==> src/rtl/instr_encoder.sv <==
// rtl/instr_encoder.sv - encodes MIPS-style instruction fields into 32-bit words
// and streams them into an instruction memory, one word per two cycles.
module instr_encoder #(
    parameter int ADDR_W = 6
) (
    input  logic              clk,
    input  logic              rst_n,
    input  logic              start,
    input  logic              stop,
    input  logic              in_valid,
    output logic              in_ready,
    input  logic [3:0]        in_mn,
    input  logic [4:0]        in_rs,
    input  logic [4:0]        in_rt,
    input  logic [4:0]        in_rd,
    input  logic [4:0]        in_shamt,
    input  logic [5:0]        in_funct,
    input  logic [15:0]       in_imm,
    input  logic [25:0]       in_target,
    output logic              mem_we,
    output logic [ADDR_W-1:0] mem_addr,
    output logic [31:0]       mem_wdata,
    output logic [ADDR_W:0]   count,
    output logic              busy,
    output logic              full,
    output logic              err
);

    typedef enum logic [1:0] {
        ST_IDLE  = 2'd0,
        ST_LOAD  = 2'd1,
        ST_WRITE = 2'd2,
        ST_FULL  = 2'd3
    } state_t;

    state_t              state_q;
    logic [ADDR_W-1:0]   ptr_q;
    logic [ADDR_W:0]     count_q;
    logic                err_q;
    logic                we_q;
    logic [ADDR_W-1:0]   addr_q;
    logic [31:0]         wdata_q;

    logic [31:0]         word_d;
    logic                legal_d;

    // Encoding is purely combinational; it is only captured on a legal accept.
    always_comb begin
        word_d  = 32'h0;
        legal_d = 1'b1;
        case (in_mn)
            4'd0:    word_d = {6'b000000, in_rs, in_rt, in_rd, in_shamt, in_funct};
            4'd1:    word_d = {6'b100011, in_rs, in_rt, in_imm};
            4'd2:    word_d = {6'b101011, in_rs, in_rt, in_imm};
            4'd3:    word_d = {6'b000010, in_target};
            4'd4:    word_d = {6'b001000, in_rs, in_rt, in_imm};
            4'd5:    word_d = {6'b001110, in_rs, in_rt, in_imm};
            4'd6:    word_d = {6'b000100, in_rs, in_rt, in_imm};
            4'd7:    word_d = {6'b001010, in_rs, in_rt, in_imm};
            4'd8:    word_d = {6'b000011, in_target};
            default: legal_d = 1'b0;
        endcase
    end

    always_ff @(posedge clk or negedge rst_n) begin
        if (!rst_n) begin
            state_q <= ST_IDLE;
            ptr_q   <= '0;
            count_q <= '0;
            err_q   <= 1'b0;
            we_q    <= 1'b0;
            addr_q  <= '0;
            wdata_q <= 32'h0;
        end else begin
            we_q <= 1'b0;
            case (state_q)
                ST_IDLE, ST_FULL: begin
                    if (start) begin
                        ptr_q   <= '0;
                        count_q <= '0;
                        err_q   <= 1'b0;
                        state_q <= ST_LOAD;
                    end
                end
                ST_LOAD: begin
                    if (stop) begin
                        state_q <= ST_IDLE;
                    end else if (in_valid) begin
                        if (legal_d) begin
                            we_q    <= 1'b1;
                            addr_q  <= ptr_q;
                            wdata_q <= word_d;
                            state_q <= ST_WRITE;
                        end else begin
                            err_q <= 1'b1;
                        end
                    end
                end
                ST_WRITE: begin
                    // ptr wraps to 0 on the last slot; FULL then holds until start.
                    ptr_q   <= ptr_q + 1'b1;
                    count_q <= count_q + 1'b1;
                    state_q <= (ptr_q == {ADDR_W{1'b1}}) ? ST_FULL : ST_LOAD;
                end
                default: state_q <= ST_IDLE;
            endcase
        end
    end

    assign in_ready  = (state_q == ST_LOAD);
    assign busy      = (state_q == ST_LOAD) || (state_q == ST_WRITE);
    assign full      = (state_q == ST_FULL);
    assign mem_we    = we_q;
    assign mem_addr  = addr_q;
    assign mem_wdata = wdata_q;
    assign count     = count_q;
    assign err       = err_q;

endmodule
==> config.mk <==
export PLATFORM = sky130hd
export DESIGN_NAME = instr_encoder
export DESIGN_NICKNAME = d
export VERILOG_FILES = /design/src/rtl/instr_encoder.sv
export SDC_FILE = /design/constraint.sdc
export NUM_CORES = 1
export LEC_CHECK = 0
export BUFFER_PORTS_ARGS = -buffer_cell sky130_fd_sc_hd__buf_4
export CAP_MARGIN = 20
export CORE_AREA = 2 2 102 104
export CTS_CLUSTER_SIZE = 14
export DETAILED_ROUTE_END_ITERATION = 8
export DIE_AREA = 0 0 104 106
export HOLD_SLACK_MARGIN = 0.1
export SYNTH_ARGS = -nofsm -noshare
export SYNTH_HDL_FRONTEND = slang
export SYNTH_SLANG_ARGS = --single-unit
==> constraint.sdc <==
create_clock -name clk -period 2.6 [get_ports clk]
set_clock_uncertainty 0.2 [all_clocks]
set_input_delay 0.52 -clock clk [delete_from_list [all_inputs] [get_ports clk]]
set_output_delay 0.52 -clock clk [all_outputs]
set_load 0.1 [all_outputs]
* After elaboration in Yosys (flattened, before gate mapping) *
Index checks and enable logic that the tools add are counted.

word-level totals
  word-level logic and storage cells = 60
  output and inout port bits = 50
  input bits = 77
  bits in registers = 55

cells by class
  eq/ne operators = 18
  multiplexer cells = 21
  bitwise gates (word level) = 1
  reductions and logical operators = 11
  $add $sub $neg = 2

operators by type and width
  cell                 count
  $pmux 32 s9          1
  $eq 4x3->1 const B   4
  $pmux 7 s2           1
  $pmux 6 s2           1
  $mux 2               5
  $mux 1               9
  $reduce_or 9->1      1
  $eq 4x2->1 const B   2
  $ne 2x2->1 const B   4
  $add 7x1->7 const B  1
  $mux 7               1
  $add 6x1->6 const B  1
  $eq 6x6->1 const B   1
  $mux 6               1
  $pmux 2 s3           1
  $reduce_and 5->1     1
  $eq 2x2->1 const B   2
  $eq 4x1->1 const B   1
  $eq 4x4->1 const B   1
  $logic_not 4->1      1
  $reduce_and 4->1     1
  $reduce_bool 2->1    2
  $ne 3x2->1 const B   1
  $ne 3x3->1 const B   1
  8 further kinds      8

* Logic depth before layout (Yosys ltp) *
  depth in word-level cells = 7
  depth in mapped cells = 9
  mapped depth without buffers = 7

* Worst setup path before layout *
Ideal clock, no wire load.

  path type = flip-flop to flip-flop
  start point = reg state_q[1]
  end point = reg wdata_q[4] (netlist: mem_wdata[4])
  setup slack = -73 ps
  period minus slack after synthesis = 2673 ps
  arrival time = 2347 ps
  path buffers = 2
  stages on the path, launching flop included = 9
  data required time = 2274 ps
  library setup time = 126 ps
  path through = dfrtp_1 -> inv_1 -> ha_1 -> and3b_1 -> clkbuf_1 -> nand2_2 -> buf_1 -> a221oi_2 -> a21oi_1

between the ends
  word-level cells in the longest chain between the ends = 2

ends and longest elaborated chain
  element                     RTL line  RTL
  start, declared             36        state_t state_q;
  start signal, assigned      103       state_q <= (ptr_q == {ADDR_W{1'b1}}) ? ST_FULL : ST_LOAD;
  $eq 2x1->1                  --
  named net in_ready          11        output logic in_ready,
  $reduce_and 4->1 (no line)  --
  end signal, assigned        92        wdata_q <= word_d;
  end, declared               42        logic [31:0] wdata_q;

The timed path passes the listed nets, and every way through them passes these cells.
A chain may end at the register's enable or synchronous reset.

* Worst setup path after layout *
  start point = reg state_q[0]
  end point = out busy

between the ends
  word-level cells in the longest chain between the ends = 2
  elaborated cells between the ends (all ways) = 3
  those cells by class = eq/ne (2); reduce/logical (1)

ends and longest elaborated chain
  element                                   RTL line  RTL
  $eq 2x1->1 or $eq 2x2->1 (tied branches)  111       assign busy = (state_q == ST_LOAD) || (state_q == ST_WRITE);
  $logic_or 1x1->1 *                        111
  end, declared                             24        output logic busy,

Every way passes the cells marked *; elsewhere a longest branch is shown, timed or not.

==> flow_summary.yaml <==
synth:
  synth.most_common_cell: "nand2_1"
  netlist_area_um2: 2889
  synth_flop_cell: "dfrtp_1"
  synth_top_cell_area_share: 0.4677
  seq_area_frac_synth: 0.4677
  synth_area_leaders: "dfrtp_1 (47%), nand2_1 (7.9%), a221oi_2 (5.2%), mux2i_1 (5.2%), o21ai_0 (4.9%)"
  syn_area_per_cell_um2: 9.598
  ys_types: 45
  async_flop_share: 1.000
  yosys.area.top_type: "dfrtp_1"
  netlist_instances: 301
  synth_edf_count: 0
  synth.top_cells.by_count: "nand2_1 (61), dfrtp_1 (54), o21ai_0 (28), a21oi_1 (26), nor2_1 (26)"
  synth-seq-cells: 54
  synth_fp_nets: 384
  ys_warn_count: 0
grt:
  met1_usage: 0.1667
  grt_pass1_wl_um: 12410
  gr-total-overflow: 0
  grt_pass1_vias: 2592
  antenna_found_initial: 0
  grtUsageMet3: 0.03924
  grt_max_degree: 55
  busiest_layer: "met2"
  grt_usage: 0.1351
  met2_usage: 0.2345
status:
  status: "finished clean"
cells_and_area:
  nets: 502
  drive_gt1_frac: 0.3786
  area_growth_syn_to_layout_pct: 39.28
  fillers: 1041
  regArea_um2: 1351
  antennaDiodeCount: 0
  multi_input_area_um2: 1399
timing:
  tightest_slew_ns: 0.7298
  slew_headroom: 0.5134
  slew_violations: 0
  grt_setup_unrepaired: "false"
  fin_crit_sh: 0.8923
  fin_setup_tns_ns: 0
  fmax_mhz: 431.0
  min_period_ns: 2.320
  final-setup-viol-count: 0
  hold_viol: 0
detailed_routing:
  drt-total-wl_um: 7424
  wl_per_cell_um: 13.35
  viasPerCell: 4.687
  dr_total_vias: 2606
  drc_errors: 0
  ant_nets: 0
  firstDrtPassIters: 4
  drt_iter0_drc: 112
pwr:
  leakagePower_uw: 0.001974
  pwr-share-seq: 0.252
  peakVddDrop_v: 0.0005400
  p_clk_frac: 0.095
  power_frac_comb: 0.653
  power.density_nw_per_um2: 1280
  power_uw: 5152
  intPower_uw: 2027
  swShare: 0.6065
  switchingPower_uw: 3125
floorplan:
  dieHeight_um: 106
  die_area_um2: 11020
  ioPinCount: 127
  design.core.area_um2: 10000
  row_count: 37
  start_util: 0.2889
  die_w_um: 104
clocking:
  htree_levels: 2
  clk_pin_slew_ns: 0.10
  cts_resized: 0
  cts_tree: "built"
  clock_path_buffers: 2
  root_buffer: "clkbuf_8"
  clock_latency_ns: 0.30
  cts.sinks: 54
  numCtsBuffers: 5
place:
  portBuffers: 125
  dpl.hpwl_um: 5652
  gp_congestion: 0.7691
worst_setup_path:
  end_kind: "primary output"
  criticalPathCategory: "flip-flop to primary output"
  critPathRequiredTime_ns: 1.88
  cp_max_fo: 6
  arrival_ns: 1.60
  crit_path_start_kind: "flip-flop"
flow_run:
  drv_cap: 0
min_path:
  worstHoldPathType: "input pin to flip-flop"
critical path, cell delays in order, from the launching register on:
cell,delay (ns)
dfrtp_1,0.42
inv_1,0.08
ha_1,0.41
inv_1,0.10
buf_4,0.29
registers in the layout, indices dropped and copies added (netlist names):
signal,cells
count,7
err,1
mem_addr,6
mem_wdata,31
mem_we,1
ptr_q,6
state_q,2
stage by stage:
stage / std cells / cell area, um^2 / util / setup slack (ns) / hold slack (ns)
2_1_floorplan: 301 / 2892 / - / 0.2607 / 0.02441
3_5_place_dp: 547 / 3919 / 0.3919 / 0.4992 / 0.2655
4_1_cts: 556 / 4024 / 0.4024 / 0.2604 / 0.2313
3_3_place_gp: 547 / 3919 / 0.3919 / 0.5166 / 0.2671
5_1_grt: 556 / 4024 / 0.4024 / 0.1725 / 0.2354
6_report: 556 / 4024 / 0.4024 / 0.2800 / 0.2498
power by group through the flow:
stage               Clock (uW)  Combinational (uW)  Sequential, uW
floorplan                    0                 702            3230
global placement             0                3360            1310
detailed placement           0                3380            1320
CTS                        526                3390            1300
global route               564                3490            1330
finish                     491                3360            1300
timing repair:
action                                 in CTS  in global routing
hold buffers                                1                  0
endpoints found under the hold margin      54                  0
buffers inserted                            0                  0
cells in the final DEF, fill, tap and decap left out, types with 2 or more instances in the layout:
cell type and count:
nor2_1 26, dfrtp_1 54, and3_1 2, nand3_1 2
a32o_1 2, xnor2_1 3, and3b_1 2, inv_1 7
o21ai_0 28, nand3b_1 2, mux2i_1 15, o21a_1 2
nor3_1 4, ha_1 5, a221oi_2 10, buf_4 129
a221oi_1 6, nand2b_1 2, clkbuf_8 6, nand2_1 61
a21oi_1 26
logic make-up (layout without fill, tap and decap cells):
logic type | after synthesis | count (layout) | synth area share
muxes | 16 | 16 | 0.05976
DFF | 54 | 54 | 0.4677
and+or+nand+nor | 108 | 108 | 0.1724
adders and majority gates | 6 | 6 | 0.02598
buffers and inverters | 27 | 146 | 0.05110
other | 1 | 1 | 0.001298
AOI/OAI and AO/OA | 85 | 85 | 0.2096
xor gates and xnor gates | 4 | 4 | 0.01213
layout make-up:
cell class	instances	area share
multi-input combinational	220	0.3476
sequential	54	0.3358
timing repair buffer	130	0.2432
tap	136	0.04229
clock buffer	6	0.02052
inverter	8	0.007463
clock inverter	2	0.003109
layer usage:
metal / wire (um) / part of all wire
met2: 3645 / 0.49
met3: 450 / 0.061
met1: 3241 / 0.44
met4: 86 / 0.012
met5: 0 / 0
path summary, 6_finish.rpt:
kind / slack, ns / end / startpoint / depth (start not counted)
max reg2reg: 0.49 / count[4] / state_q[0] / 6
min reg2reg: 0.29 / mem_addr[3] / mem_addr[3] / 2
min in group asynchronous: 0.58 / count[5] / rst_n / 2
max: 0.28 / busy / state_q[0] / 4
min: 0.25 / mem_wdata[11] / in_imm[11] / 3
max in group asynchronous: 1.12 / state_q[0] / rst_n / 2
(Power assumes the default switching activity.)
